File: src/rtl/uart_pkg.sv
// uart_pkg: shared UART constants and FSM state encoding for the TX and RX blocks
package uart_pkg;
  localparam int PARITY_NONE = 0;
  localparam int PARITY_ODD = 1;
  localparam int PARITY_EVEN = 2;
  localparam int DEFAULT_CLK_DIV = 10416;
  typedef enum logic [2:0] {S_IDLE, S_START, S_DATA, S_PAR, S_STOP} state_t;
endpackage

File: src/rtl/sync_fifo.sv
// sync_fifo: single-clock FIFO with registered storage and an occupancy count
module sync_fifo #(
  parameter int WIDTH = 8,
  parameter int DEPTH = 4
) (
  input  logic                     clk,
  input  logic                     rst,
  input  logic                     push,
  input  logic                     pop,
  input  logic [WIDTH-1:0]         din,
  output logic [WIDTH-1:0]         dout,
  output logic [$clog2(DEPTH):0]   count,
  output logic                     full,
  output logic                     empty
);
  localparam int AW = $clog2(DEPTH);
  logic [WIDTH-1:0] mem_q [DEPTH];
  logic [AW-1:0] wr_q, rd_q;
  logic [AW:0] count_q;
  logic do_push, do_pop;
  assign full = count_q == (AW+1)'(DEPTH);
  assign empty = count_q == '0;
  assign do_push = push & ~full;
  assign do_pop = pop & ~empty;
  assign dout = mem_q[rd_q];
  assign count = count_q;
  // storage write; contents need no reset since count gates every read
  always_ff @(posedge clk) begin
    if (do_push) mem_q[wr_q] <= din;
  end
  // pointers wrap naturally because DEPTH is a power of two
  always_ff @(posedge clk) begin
    if (rst) begin
      wr_q <= '0;
      rd_q <= '0;
      count_q <= '0;
    end else begin
      wr_q <= wr_q + AW'(do_push);
      rd_q <= rd_q + AW'(do_pop);
      count_q <= count_q + (AW+1)'(do_push) - (AW+1)'(do_pop);
    end
  end
endmodule

File: src/rtl/uart_tx_fifo.sv
// uart_tx_fifo: FIFO-buffered UART transmitter sending queued words back-to-back
module uart_tx_fifo
  import uart_pkg::*;
#(
  parameter int CLK_DIV = DEFAULT_CLK_DIV,
  parameter int DATA_BITS = 8,
  parameter int PARITY = PARITY_NONE,
  parameter int STOP_BITS = 1,
  parameter int FIFO_DEPTH = 4
) (
  input  logic                          clk,
  input  logic                          rst,
  input  logic [DATA_BITS-1:0]          tx_data,
  input  logic                          tx_valid,
  output logic                          tx_ready,
  output logic                          txd,
  output logic                          busy,
  output logic [$clog2(FIFO_DEPTH):0]   fifo_count
);
  localparam int CW = $clog2(CLK_DIV);
  localparam int BW = $clog2(DATA_BITS + 1);
  state_t state_q, state_d;
  logic [CW-1:0] cnt_q, cnt_d;
  logic [BW-1:0] bit_q, bit_d;
  logic [DATA_BITS-1:0] shift_q, shift_d, head;
  logic par_q, par_d, stop_q, stop_d, txd_q, txd_d;
  logic pop, full, empty, tick;
  sync_fifo #(.WIDTH(DATA_BITS), .DEPTH(FIFO_DEPTH)) u_fifo (
    .clk(clk),
    .rst(rst),
    .push(tx_valid & tx_ready),
    .pop(pop),
    .din(tx_data),
    .dout(head),
    .count(fifo_count),
    .full(full),
    .empty(empty)
  );
  assign tx_ready = ~full;
  assign tick = (state_q != S_IDLE) && (cnt_q == CW'(CLK_DIV - 1));
  assign busy = (state_q != S_IDLE) | ~empty;
  assign txd = txd_q;
  // frame sequencing; a pop from IDLE or from the end of STOP restarts the frame
  always_comb begin
    state_d = state_q;
    bit_d = bit_q;
    shift_d = shift_q;
    par_d = par_q;
    stop_d = stop_q;
    pop = 1'b0;
    unique case (state_q)
      S_IDLE: pop = ~empty;
      S_START: if (tick) state_d = S_DATA;
      S_DATA: if (tick) begin
        shift_d = shift_q >> 1;
        bit_d = bit_q + 1'b1;
        if (bit_q == BW'(DATA_BITS - 1)) state_d = (PARITY != PARITY_NONE) ? S_PAR : S_STOP;
      end
      S_PAR: if (tick) state_d = S_STOP;
      S_STOP: if (tick) begin
        if (STOP_BITS == 2 && !stop_q) stop_d = 1'b1;
        else begin
          pop = ~empty;
          state_d = S_IDLE;
        end
      end
      default: state_d = S_IDLE;
    endcase
    if (pop) begin
      state_d = S_START;
      shift_d = head;
      bit_d = '0;
      stop_d = 1'b0;
      par_d = (PARITY == PARITY_EVEN) ? ^head : ~^head;
    end
    cnt_d = (pop || tick || state_q == S_IDLE) ? '0 : cnt_q + 1'b1;
    txd_d = (state_q == S_START) ? 1'b0 : (state_q == S_DATA) ? shift_q[0] : (state_q == S_PAR) ? par_q : 1'b1;
  end
  // state registers; txd follows the state one clock later so every bit is a full period
  always_ff @(posedge clk) begin
    if (rst) begin
      state_q <= S_IDLE;
      cnt_q <= '0;
      bit_q <= '0;
      shift_q <= '0;
      par_q <= 1'b0;
      stop_q <= 1'b0;
      txd_q <= 1'b1;
    end else begin
      state_q <= state_d;
      cnt_q <= cnt_d;
      bit_q <= bit_d;
      shift_q <= shift_d;
      par_q <= par_d;
      stop_q <= stop_d;
      txd_q <= txd_d;
    end
  end
endmodule
File: config.mk
export PLATFORM = sky130hd
export DESIGN_NAME = uart_tx_fifo
export DESIGN_NICKNAME = d
export VERILOG_FILES = /design/src/rtl/uart_pkg.sv /design/src/rtl/sync_fifo.sv /design/src/rtl/uart_tx_fifo.sv
export SDC_FILE = /design/constraint.sdc
export NUM_CORES = 1
export LEC_CHECK = 0
export BUFFER_PORTS_ARGS = -buffer_cell sky130_fd_sc_hd__buf_4
export CAP_MARGIN = 10
export CORE_ASPECT_RATIO = 2
export CORE_MARGIN = 2
export CORE_UTILIZATION = 30
export DETAILED_ROUTE_END_ITERATION = 10
export SKIP_LAST_GASP = 1
export SYNTH_ARGS = -nofsm -noshare
export SYNTH_HDL_FRONTEND = slang
export SYNTH_SLANG_ARGS = --single-unit
File: constraint.sdc
create_clock -name clk -period 2.91 [get_ports clk]
set_input_delay 0.291 -clock clk [delete_from_list [all_inputs] [get_ports clk]]
set_output_delay 0.291 -clock clk [all_outputs]
set_load 0.01 [all_outputs]
==> reports/qor.yml <==
power:
  ir_drop_uv: 661
  pwr-share-seq_pct: 41.3
  p_sw_w: 0.000924
  p_int_w: 0.00219
  switching_share_pct: 29.7
  clkPwrFrac_pct: 31.4
  pwr-share-comb_pct: 27.4
  leakage_nw: 1.19
  powerDensity_nw_per_um2: 890
cells_and_area:
  final_layout_size_suffix_gt1_share_pct: 19.3
  fin_util_pct: 36.3
  layout_common_cells: "dfxtp_1, edfxtp_1, nor2_1, buf_4"
  area_growth_pct: 19.5
  n_antenna_cell: 0
  final_common_cell: "dfxtp_1"
  fin_nets: 288
cts:
  cts_buffer_depth: 2
  cts_hold_buf: 0
  clkSlewWorstSetupHoldPaths_ps: 60
  htreeDepth: 3
  cts_buffers: 9
  root_buffer: "clkbuf_16"
  cts_sinks: 70
  cts_tree: "built"
  worstSkewPairLatency_ps: 330
routing:
  firstDrtPassIters: 4
  num_vias: 1876
  post_drt_wl_per_cell_um: 12.9
  drt_iter0_markers: 36
  wirelength_mm: 5.25
  drc: 0
  vias_per_cell: 4.61
  ant_nets: 0
timing:
  fin_crit_sh_pct: 94.7
  finalHoldViolCount: 0
  finalCriticalPeriod_ps: 2760
  setup_viol: 0
  fmax_mhz: 363
  finalSetupTns_ps: 0
  slew_viol_final: 0
  clock_skew_ps: 4.69
  max_slew_margin_pct: 51.2
  timing.hold.ws_ps: 157
  tightest_slew_ps: 730
  rsz0062_at_grt: "false"
run:
  drv_cap: 0
placement:
  post-dp-hpwl_mm: 4.02
  portBuffers: 16
  finalWeightedCongestion: 0.753
yosys:
  synth_cells: 244
  ys_ff_latch: 70
  avgSynthCellArea_um2: 12.0
  synth_warnings: 0
  async_flop_share_pct: 0
  synth-edff-count: 32
  synth_nets: 262
  netlist_area_um2: 2930
  ys_seq_area_share_pct: 58.8
  synthFlopType: "dfxtp_1"
  synth_cell_types: 39
critical_path:
  crit_path_top_delay_cell: "or4_1"
  critical_path_class: "reg -> reg"
  cp_slowest_stage_delay_ps: 530
  cp-start-kind: "flop"
  cp_max_fo: 2
  cp.arrival_ps: 2970
  crit_chain: "or4_1 -> or4_4 -> a21o_4 -> inv_6 -> ha_1 -> inv_1 -> ha_1 -> fa_1 -> xnor2_1 -> xnor2_1 -> nor2_1"
  endpoint_kind: "flop"
  crit_required_ps: 3130
  crit_family: "simple AND/OR/NAND/NOR gates"
  critPathBufInv: 2
grt:
  grt_pass1_vias: 1929
  grt_use_total_pct: 11.2
  grt_pass1_wl_mm: 8.76
  grt_overflow: 0
  antenna_found_initial: 0
  grt_max_degree: 21
floorplanning:
  io_pins: 17
  core_um2: 9640
  fp.dieW_um: 73.8
  initial_utilization_pct: 30.4
  die_h_um: 144
  design.die.area_um2: 10600
  rows: 51
run_status:
  status: "complete, no violations"
min_path:
  hold_class: "in -> reg"
## stage by stage
| stage | cells | power (W) | setup WS, ps | instance area (um2) |
|---|---|---|---|---|
| after floorplan | 244 | 0.00194 | 36.7 | 2930 |
| after global placement | 391 | 0.00216 | 131 | 3220 |
| after detailed placement | 391 | 0.00218 | 90.5 | 3220 |
| after CTS | 407 | 0.00317 | 75.3 | 3490 |
| after global routing | 407 | 0.00331 | 8.09 | 3500 |
| final | 407 | 0.00311 | 153 | 3500 |
## logic make-up (layout without fill, tap and decap cells)
logic type	Yosys count	in the layout	synth area share (%)
AOI/OAI and AO/OA	24	24	5.30
adders and majority gates	7	7	3.25
and+or+nand+nor	91	91	15.4
xor gates and xnor gates	26	26	7.78
muxes	8	8	6.16
buffers and inverters	18	49	3.25
DFF	70	70	58.8
## layout make-up
type | count | area [um2]
inverters | 9 | 38.8
clock buffers | 9 | 225
fillers | 944 | 6140
flip-flops and latches | 70 | 1720
clock inverters | 7 | 48.8
repair buffers | 24 | 180
multi-input cells | 156 | 1120
well taps | 132 | 165
## path summary, 6_finish.rpt
check	to	start	slack, ps	depth (start not counted)
max reg2reg	u_fifo.count[2]	cnt_q[9]	150	11
min	u_fifo.mem_q[0][2]	tx_data[2]	160	1
max	u_fifo.count[2]	cnt_q[9]	150	11
min reg2reg	cnt_q[0]	cnt_q[0]	460	1
## synth_stat cells (5+ instances only)
| master | count | area, um2 |
|---|---|---|
| mux4_2 | 8 | 180 |
| nand3_1 | 19 | 95.1 |
| xor2_1 | 8 | 70.1 |
| edfxtp_1 | 32 | 961 |
| a22oi_1 | 7 | 52.6 |
| nor2b_1 | 5 | 31.3 |
| xnor2_1 | 18 | 158 |
| a21oi_1 | 12 | 60.1 |
| nand2_1 | 14 | 52.6 |
| inv_1 | 8 | 30.0 |
| ha_1 | 6 | 75.1 |
| nor2_1 | 29 | 109 |
| dfxtp_1 | 38 | 761 |
## power by group through the flow
stage               sequential (W)  clock (W)  combinational (W)
floorplan                  0.00126          0           0.000685
global placement           0.00131          0           0.000854
detailed placement         0.00131          0           0.000871
CTS                        0.00129    0.00100           0.000875
global route               0.00131    0.00104           0.000960
finish                     0.00129   0.000977           0.000852
## routing by layer
| layer | GRT usage [%] | wire, um |
|---|---|---|
| met1 | 9.84 | 1780 |
| met2 | 21.8 | 3190 |
| met3 | 1.89 | 113 |
| met4 | 7.46 | 165 |
| met5 | 0 | 0 |
## timing repair
action / 4_1_cts / 5_1_grt
resized for setup: 0 / 2
endpoints found under the setup margin: 0 / 1
buffers inserted: 0 / 0
## flip-flops by register name (all words and copies together), names as in the netlist
signal        cells
u_fifo.rd_q       2
u_fifo.mem_q     32
bit_q             4
shift_q           8
u_fifo.count      3
cnt_q            14
state_q           3
txd               1
u_fifo.wr_q       2
par_q             1
(Power assumes the default switching activity.)
